### src/rtl/seg8_load_if.sv
// ----------------------------------------------------------------------------
// seg8_load_if
// Load bus between a word producer and the seg8_scan_driver.
//   load      1-cycle strobe capturing digits/dp_en/blank_en
//   digits    8 hex nibbles, digits[4i+3:4i] = digit i (7..4 left, 3..0 right)
//   dp_en     per-digit decimal point, bit i = digit i
//   blank_en  per-digit blank, bit i = digit i
//   pending   captured word waiting for the next frame commit
// ----------------------------------------------------------------------------
interface seg8_load_if;
   logic        load;
   logic [31:0] digits;
   logic [7:0]  dp_en;
   logic [7:0]  blank_en;
   logic        pending;

   modport master (output load, output digits, output dp_en, output blank_en,
                   input  pending);
   modport slave  (input  load, input  digits, input  dp_en, input  blank_en,
                   output pending);
endinterface

### src/rtl/seg8_scan_driver.sv
// ----------------------------------------------------------------------------
// seg8_scan_driver
// Time-multiplexed driver for two 4-digit seven-segment banks. A loaded word
// is held pending and committed only at a frame boundary (digit index wrap
// 3->0) so a frame is never torn. Both banks are scanned in parallel, one
// digit slot per DIV_CNT clocks.
//   clk           system clock
//   rst           asynchronous active-low reset
//   bus           seg8_load_if.slave (load, digits, dp_en, blank_en, pending)
//   frame_tick    high during the last cycle of a frame (idx 3, last count)
//   a_to_g_left   left bank segments, bit0=a .. bit6=g, bit7=dp, active-high
//   a_to_g_right  right bank segments, same encoding
//   leftseg       left bank one-hot digit select (slot i -> digit 4+i)
//   rightseg      right bank one-hot digit select (slot i -> digit i)
// ----------------------------------------------------------------------------
module seg8_scan_driver #(
   parameter int unsigned DIV_CNT = 100000
) (
   input  logic        clk,
   input  logic        rst,
   seg8_load_if.slave  bus,
   output logic        frame_tick,
   output logic [7:0]  a_to_g_left,
   output logic [7:0]  a_to_g_right,
   output logic [3:0]  leftseg,
   output logic [3:0]  rightseg
);

   localparam int CW = (DIV_CNT > 1) ? $clog2(DIV_CNT) : 1;

   typedef struct packed {
      logic [31:0] digits;
      logic [7:0]  dp;
      logic [7:0]  blank;
   } word_t;

   logic [CW-1:0] r_cnt;
   logic [1:0]    r_idx;
   word_t         r_pend;
   word_t         r_disp;
   logic          r_pending;

   logic          w_slot_end;
   logic          w_frame;
   word_t         w_new;
   logic [2:0]    w_lidx;
   logic [7:0]    w_left_seg;
   logic [7:0]    w_right_seg;
   logic [3:0]    w_left_sel;
   logic [3:0]    w_right_sel;

   function automatic logic [6:0] hex_to_seg(input logic [3:0] n);
      case (n)
         4'h0: hex_to_seg = 7'h3F;
         4'h1: hex_to_seg = 7'h06;
         4'h2: hex_to_seg = 7'h5B;
         4'h3: hex_to_seg = 7'h4F;
         4'h4: hex_to_seg = 7'h66;
         4'h5: hex_to_seg = 7'h6D;
         4'h6: hex_to_seg = 7'h7D;
         4'h7: hex_to_seg = 7'h07;
         4'h8: hex_to_seg = 7'h7F;
         4'h9: hex_to_seg = 7'h6F;
         4'hA: hex_to_seg = 7'h77;
         4'hB: hex_to_seg = 7'h7C;
         4'hC: hex_to_seg = 7'h39;
         4'hD: hex_to_seg = 7'h5E;
         4'hE: hex_to_seg = 7'h79;
         default: hex_to_seg = 7'h71;
      endcase
   endfunction

   assign w_slot_end  = (r_cnt == CW'(DIV_CNT - 1));
   assign w_frame     = w_slot_end && (r_idx == 2'd3);
   assign w_new       = {bus.digits, bus.dp_en, bus.blank_en};
   assign frame_tick  = w_frame;
   assign bus.pending = r_pending;

   // Slot counter and digit index.
   // NOTE: state registers use non-blocking (<=) so every flop samples the
   // pre-edge values; blocking here would create order-dependent logic.
   always_ff @(posedge clk or negedge rst) begin
      if (!rst) begin
         r_cnt <= '0;
         r_idx <= '0;
      end else if (w_slot_end) begin
         r_cnt <= '0;
         r_idx <= r_idx + 2'd1;
      end else begin
         r_cnt <= r_cnt + CW'(1);
      end
   end

   // Pending/display words. A load landing on the boundary bypasses the
   // pending register so it is shown in the very next frame.
   always_ff @(posedge clk or negedge rst) begin
      if (!rst) begin
         r_pend    <= '0;
         r_disp    <= '0;
         r_pending <= 1'b0;
      end else if (bus.load) begin
         if (w_frame) begin
            r_disp    <= w_new;
            r_pending <= 1'b0;
         end else begin
            r_pend    <= w_new;
            r_pending <= 1'b1;
         end
      end else if (w_frame && r_pending) begin
         r_disp    <= r_pend;
         r_pending <= 1'b0;
      end
   end

   // Decode of the current slot; left bank shows digit 4+idx, right digit idx.
   // NOTE: every always_comb output gets a default first so no path can
   // leave it unassigned and infer a latch.
   always_comb begin
      w_lidx      = {1'b1, r_idx};
      w_left_seg  = 8'h00;
      w_right_seg = 8'h00;
      w_left_sel  = 4'b0000;
      w_right_sel = 4'b0000;
      if (!r_disp.blank[w_lidx]) begin
         w_left_seg = {r_disp.dp[w_lidx],
                       hex_to_seg(r_disp.digits[{w_lidx, 2'b00} +: 4])};
         w_left_sel = 4'b0001 << r_idx;
      end
      if (!r_disp.blank[{1'b0, r_idx}]) begin
         w_right_seg = {r_disp.dp[{1'b0, r_idx}],
                        hex_to_seg(r_disp.digits[{1'b0, r_idx, 2'b00} +: 4])};
         w_right_sel = 4'b0001 << r_idx;
      end
   end

   // Segments and selects share one register stage, so they always change on
   // the same edge and no cycle mixes one slot's segments with another's select.
   always_ff @(posedge clk or negedge rst) begin
      if (!rst) begin
         a_to_g_left  <= '0;
         a_to_g_right <= '0;
         leftseg      <= '0;
         rightseg     <= '0;
      end else begin
         a_to_g_left  <= w_left_seg;
         a_to_g_right <= w_right_seg;
         leftseg      <= w_left_sel;
         rightseg     <= w_right_sel;
      end
   end

endmodule

### src/flat_wrapper.sv
// flat-port wrapper written by rule: the top's interface ports become plain ports
module seg8_scan_driver_flat 
#(
   parameter int unsigned DIV_CNT = 100000
)
  (clk, rst, frame_tick, a_to_g_left, a_to_g_right, leftseg, rightseg, bus_load, bus_digits, bus_dp_en, bus_blank_en, bus_pending);
  seg8_load_if bus_i ();
  input  logic clk;
  input  logic rst;
  output logic frame_tick;
  output logic [7:0] a_to_g_left;
  output logic [7:0] a_to_g_right;
  output logic [3:0] leftseg;
  output logic [3:0] rightseg;
  input wire logic [$bits(bus_i.load)-1:0] bus_load;
  input wire logic [$bits(bus_i.digits)-1:0] bus_digits;
  input wire logic [$bits(bus_i.dp_en)-1:0] bus_dp_en;
  input wire logic [$bits(bus_i.blank_en)-1:0] bus_blank_en;
  output wire logic [$bits(bus_i.pending)-1:0] bus_pending;
  assign bus_i.load = bus_load;
  assign bus_i.digits = bus_digits;
  assign bus_i.dp_en = bus_dp_en;
  assign bus_i.blank_en = bus_blank_en;
  assign bus_pending = bus_i.pending;
  seg8_scan_driver #(.DIV_CNT(DIV_CNT)) u_core (.clk(clk), .rst(rst), .bus(bus_i), .frame_tick(frame_tick), .a_to_g_left(a_to_g_left), .a_to_g_right(a_to_g_right), .leftseg(leftseg), .rightseg(rightseg));
endmodule
### config.mk
export PLATFORM = sky130hd
export DESIGN_NAME = seg8_scan_driver_flat
export DESIGN_NICKNAME = d
export VERILOG_FILES = /design/src/rtl/seg8_load_if.sv /design/src/rtl/seg8_scan_driver.sv /design/src/flat_wrapper.sv
export SDC_FILE = /design/constraint.sdc
export NUM_CORES = 1
export LEC_CHECK = 0
export ABC_CLOCK_PERIOD_IN_PS = 2900
export BUFFER_PORTS_ARGS = -buffer_cell sky130_fd_sc_hd__buf_4
export CORE_MARGIN = 10
export CORE_UTILIZATION = 30
export CTS_CLUSTER_DIAMETER = 50
export DETAILED_ROUTE_END_ITERATION = 10
export PLACE_DENSITY = 0.53
export RECOVER_POWER = 25
export SYNTH_ARGS = -nofsm -noshare
export SYNTH_HDL_FRONTEND = slang
export SYNTH_SLANG_ARGS = --single-unit
### constraint.sdc
create_clock -name clk -period 2.9 [get_ports clk]
set_input_delay 0.435 -clock clk [delete_from_list [all_inputs] [get_ports clk]]
set_output_delay 0.435 -clock clk [all_outputs]
set_load 0.01 [all_outputs]
## Word level (Yosys, flattened, before mapping)

Memory sizes are Yosys's and may differ from the RTL's.
Index checks and enable logic that the tools add are counted.

- Add/subtract/negate cells: 2
- Reduce and logical (&&, ||, !) cells: 5
- Bitwise logic cells: 1
- Divide/modulo/power cells: 0
- Shifts and indexed selects: 3
- Magnitude comparators: 2
- $mul: 0
- Equal/unequal tests: 3
- Muxes and demuxes: 19

Operator list:

| operator | count |
|---|---|
| 48-bit 2-to-1 mux | 3 |
| 32-bit by 5-bit indexed part select with 4-bit output | 1 |
| 32-bit by 6-bit indexed part select with 4-bit output | 1 |
| 17-bit by 1-bit adder with 17-bit output, second input constant | 1 |
| 17-bit equality test, second input constant | 1 |
| 17-bit 2-to-1 mux | 1 |
| 8-bit 2-to-1 mux | 2 |
| 1-bit binary-select mux with 2-bit select | 4 |
| 4-bit 2-to-1 mux | 2 |
| 1-bit 2-to-1 mux | 7 |
| 2-bit by 4-bit less-than comparator with 1-bit output, second input constant | 1 |
| 3-bit by 4-bit less-than comparator with 1-bit output, second input constant | 1 |
| 2-bit AND reduction | 2 |
| 1-bit by 2-bit << shifter with 4-bit output, first input constant | 1 |
| 2-bit by 1-bit adder with 2-bit output, second input constant | 1 |
| 2-bit equality test, second input constant | 1 |
| 1-bit logical AND | 2 |
| 2-bit by 1-bit inequality test with 1-bit output, second input constant | 1 |
| 2-bit nonzero test | 1 |
| 1-bit NOT | 1 |

- Logic and storage cells: 50
- Flip-flop bits (word level): 140
- Bits in read-only memories: 224
- Latch bits: 0
- Memory bits (writable): 0
- Memories kept: 2
- Input port bits: 51

Memory list:

| memory | words | width | rd ports | clocked after Yosys merged registers in | wr ports | line | text |
|---|---|---|---|---|---|---|---|
| (name not given) | 16 | 7 | 1 | 0 | 0 | seg8_scan_driver.sv:53 | `case (n)` |
| (name not given) | 16 | 7 | 1 | 0 | 0 | seg8_scan_driver.sv:53 |  |

## Longest topological paths before layout

- Depth after elaboration: 5
- Mapped depth: 8
- Gate-level depth less buffers: 6

## Worst setup path after synthesis

OpenSTA, ideal clock, no wires.

- Path type: register to register
- Start: reg u_core.r_idx[0]
- End: reg u_core.a_to_g_right[0]
- Cell stages (with the launch flop): 8
- Required time: 2,822 ps
- Arrival time: 2,297 ps
- Setup time: 78 ps
- Path slack: 525 ps
- Buffers on the path: 2
- Cell sequence: dfrtp_1 buf_2 buf_2 mux4_2 ha_1 or3b_2 o31a_1 a21oi_1

- Word-level cells in the longest chain between the ends: 3

RTL lines:

| item | line | text |
|---|---|---|
| start, declared | seg8_scan_driver.sv:38 | `logic [1:0] r_idx;` |
| start signal, assigned | seg8_scan_driver.sv:88 | `r_idx <= r_idx + 2'd1;` |
| 32-bit by 5-bit indexed part select with 4-bit output / 1-bit binary-select mux with 2-bit select (equally long branches) | seg8_scan_driver.sv:131, seg8_scan_driver.sv:129 |  |
| memory 16 x 7 bit / 1-bit 2-to-1 mux (equally long branches) | - |  |
| 8-bit 2-to-1 mux (*) | seg8_scan_driver.sv:129 | `if (!r_disp.blank[{1'b0, r_idx}]) begin` |
| net u_core.w_right_seg[0] | seg8_scan_driver.sv:48 | `logic [7:0] w_right_seg;` |
| end signal, assigned | seg8_scan_driver.sv:146 | `a_to_g_right <= w_right_seg;` |
| end, declared | seg8_scan_driver.sv:24 | `output logic [7:0] a_to_g_right,` |

The timed path passes the listed nets; every way through them passes the cells marked *. The select of a mux whose other input is x is not followed.
A chain may end at the register's enable or synchronous reset.

## Worst setup path in the final report

- Start: reg u_core.r_cnt[14]
- End: out frame_tick

- Word-level cells in the longest chain between the ends: 2

RTL lines:

| item | line | text |
|---|---|---|
| start, declared | seg8_scan_driver.sv:37 | `logic [CW-1:0] r_cnt;` |
| start signal, assigned | seg8_scan_driver.sv:90 | `r_cnt <= r_cnt + CW'(1);` |
| 17-bit equality test | seg8_scan_driver.sv:73 | `assign w_slot_end = (r_cnt == CW'(DIV_CNT - 1));` |
| 1-bit logical AND | seg8_scan_driver.sv:74 | `assign w_frame = w_slot_end && (r_idx == 2'd3);` |
| end, declared | flat_wrapper.sv:10 | `output logic frame_tick;` |

Every way passes these cells.

==> metrics.cfg <==
[floorplanning]
initial_utilization_pct=30.8
die_height_um=168
ioPinCount=77
die_area_mm2=0.0281
rows=53
fp.dieW_um=168
core_mm2=0.0212

[route]
drt_pass1_iterations=4
vias_per_cell=4.95
drcViolationCount=0
drtIter0Drc=153
finalWirelength_mm=15.2
num_vias=4423
ant_nets=0
wire_per_inst_um=17.0

[placed_design]
place_ws_ps=548
routabilityCongestion=0.779
portBuffers=76
hpwl_mm=10.6

[worst_setup_path]
worstPathRequired_ps=2470
endpoint_kind=primary output
r2r-end=u_core.a_to_g_right[0]
cp-endpoint=frame_tick
path_max_fanout=5
reg2reg_from=u_core.r_idx[0]
critical_path_class=flip-flop to primary output
start_kind=flip-flop
cp.arrival_ps=2040
r2r_slack_ps=540
r2r_cells=6
crit_start=u_core.r_cnt[14]

[global_route]
antenna_found_initial=0
grt_pass1_vias=4649
track_usage_pct=11.0
gr-total-overflow=0
grt_pass1_wl_mm=24.9
grt_max_degree=67

[clocking]
cts_max_level=4
cts.path.max_buffers=2
postCtsHoldBufs=0
clk_transition_reported_paths_ps=60
clkSinkCount=140
postCtsSetupBuffers=0
cts_tree=built
worst_skew_pair.late_latency_ps=420
numCtsBuffers=17
cts_root_buf=clkbuf_16
cts.repair.resized=0

[pwr]
internal_power_mw=3.75
p_per_area_mw_per_mm2=589
p_sw_mw=0.989
pwr-share-clk_pct=51.1
leakage_nw=3.57
combPwrFrac_pct=5.6
ir_drop_mv=0.382
p_sw_share_pct=20.9
p_seq_share_pct=43.3

[yosys]
synth_flop_cell=dfrtp_1
synth_top_area_share_pct=53.7
ys_ff_latch=140
syn_area_per_cell_um2=12.2
synth_cell_types=46
synth_seq_area_share_pct=53.7
syn_area_mm2=0.00653
synth_cells=533
yosys.area.top_type=dfrtp_1
synth_nets=601
synth-edff-count=0
synthTopCellsByArea=dfrtp_1 54%, o21ai_0 7.9%, mux2i_1 7.8%
yosys_warnings=0
ys_async_sr_fraction_pct=100

[cells_and_area]
final_nets=673
drive_gt1_share_pct=26.5
antennaDiodeCount=0
fillers=2062
area_delta_synth_final_pct=23.2

[timing]
max_freq_ghz=0.404
finalSetupTns_ps=0
worst_pin_slew_ps=1690
finalWorstSetupSlack_ps=428
finalHoldViolCount=0
fin_worst_skew_ps=6.08
relSlewSlack_pct=-12.4
finalMaxSlewViolations=67
fin_crit_ps=2470
rsz0062_at_grt=no
fin_crit_sh_pct=85.3
setup-violations-final=0

[worst_hold_path]
hp-start=bus_blank_en[2]
worstHoldPathType=input pin to flip-flop

[outcome]
status=finished, violations left
violations=capacitance limit, slew limit

[flow_run]
maxCapViolCount=1

==> logic make-up after synthesis <==
| group | Yosys count | synth area share, % |
|---|---|---|
| compound gates | 122 | 10.4 |
| xor+xnor | 14 | 1.88 |
| fa+ha+maj | 17 | 3.26 |
| buf+inv | 46 | 3.18 |
| flops | 140 | 53.7 |
| mux | 113 | 20.8 |
| simple gates | 81 | 6.88 |
==> sequential cells by signal, summed over array words and instances (netlist names) <==
signal               flops
u_core.r_idx             2
u_core.bus.pending       1
u_core.r_pend           48
u_core.r_cnt            17
u_core.leftseg           4
u_core.r_disp           48
u_core.a_to_g_right      8
u_core.a_to_g_left       8
u_core.rightseg          4
==> metrics by stage <==
stage          area [um2]  hold WS [ps]  cells  utilization, %  total power, mW
5_1_grt              8040           217    893            37.9             4.93
3_5_place_dp         7400           475    861            34.9             2.37
6_report             8040           237    893            37.9             4.74
2_1_floorplan        6530           139    533               -             2.22
4_1_cts              8060          19.6    893            38.0             4.81
3_3_place_gp         7400           457    861            34.9             2.35
==> area by class of cell <==
| type | instances | area [um2] | share of cell area, % |
|---|---|---|---|
| Sequential cell | 140 | 3500 | 43.6 |
| Clock buffer | 21 | 470 | 5.85 |
| Tap cell | 275 | 344 | 4.28 |
| Timing Repair Buffer | 87 | 669 | 8.32 |
| Clock inverter | 11 | 189 | 2.35 |
| Multi-Input combinational cell | 347 | 2820 | 35.1 |
| Inverter | 12 | 45.0 | 0.560 |
==> power by group through the flow <==
stage                     Sequential [mW]  Clock (mW)  Combinational (mW)
after global placement               2.08           0               0.271
after global routing                 2.06        2.57               0.301
after floorplan                      2.08           0               0.142
after detailed placement             2.09           0               0.279
final                                2.05        2.42               0.267
after CTS                            2.05        2.47               0.279
==> per-layer routing <==
layer	wire length, um	global-route usage (%)
met1	6930	14.3
met2	7120	16.8
met3	1000	3.77
met4	135	3.41
met5	0	0
==> cells in the final DEF (no fill, tap or decap), drive strengths merged, types with 3 or more instances in the layout <==
cell / n
mux2i: 51
a221oi: 5
dfrtp: 140
a21oi: 4
clkinv: 4
nand4: 5
xor2: 5
xnor2: 9
mux4: 13
mux2: 49
bufinv: 5
nor3: 5
ha: 17
o21ai: 103
buf: 84
nand3: 6
and4: 4
nand2: 10
clkbuf: 24
or3: 3
inv: 12
nor2b: 13
nor2: 21
==> cells in the mapped netlist, types with 5 or more instances <==
| master | instances |
|---|---|
| o21ai_0 | 103 |
| mux4_2 | 13 |
| mux2i_1 | 51 |
| nand4_1 | 5 |
| mux2_1 | 20 |
| xnor2_1 | 9 |
| nor3_1 | 5 |
| inv_1 | 12 |
| a221oi_1 | 5 |
| xor2_1 | 5 |
| nor2b_1 | 13 |
| nor2_1 | 21 |
| dfrtp_1 | 140 |
| ha_1 | 17 |
| clkbuf_1 | 23 |
| mux2_2 | 29 |
| nand3_1 | 6 |
| nand2_1 | 10 |
==> critical path, stage by stage (launching register included) <==
cell and delay [ps]:
dfrtp_1 430, or4bb_1 590, nor4_1 390, buf_4 200
==> worst min path at each step <==
stage | cells after the start | to | slack (ps)
2_1_floorplan | 0 | u_core.a_to_g_left[0] | 140
3_3_place_gp | 1 | u_core.r_pend[4] | 460
3_5_place_dp | 1 | u_core.r_pend[4] | 470
4_1_cts | 1 | u_core.r_pend[16] | 20
5_1_grt | 2 | u_core.r_pend[13] | 220
6_report | 2 | u_core.r_pend[2] | 240
(Power assumes the default switching activity.)
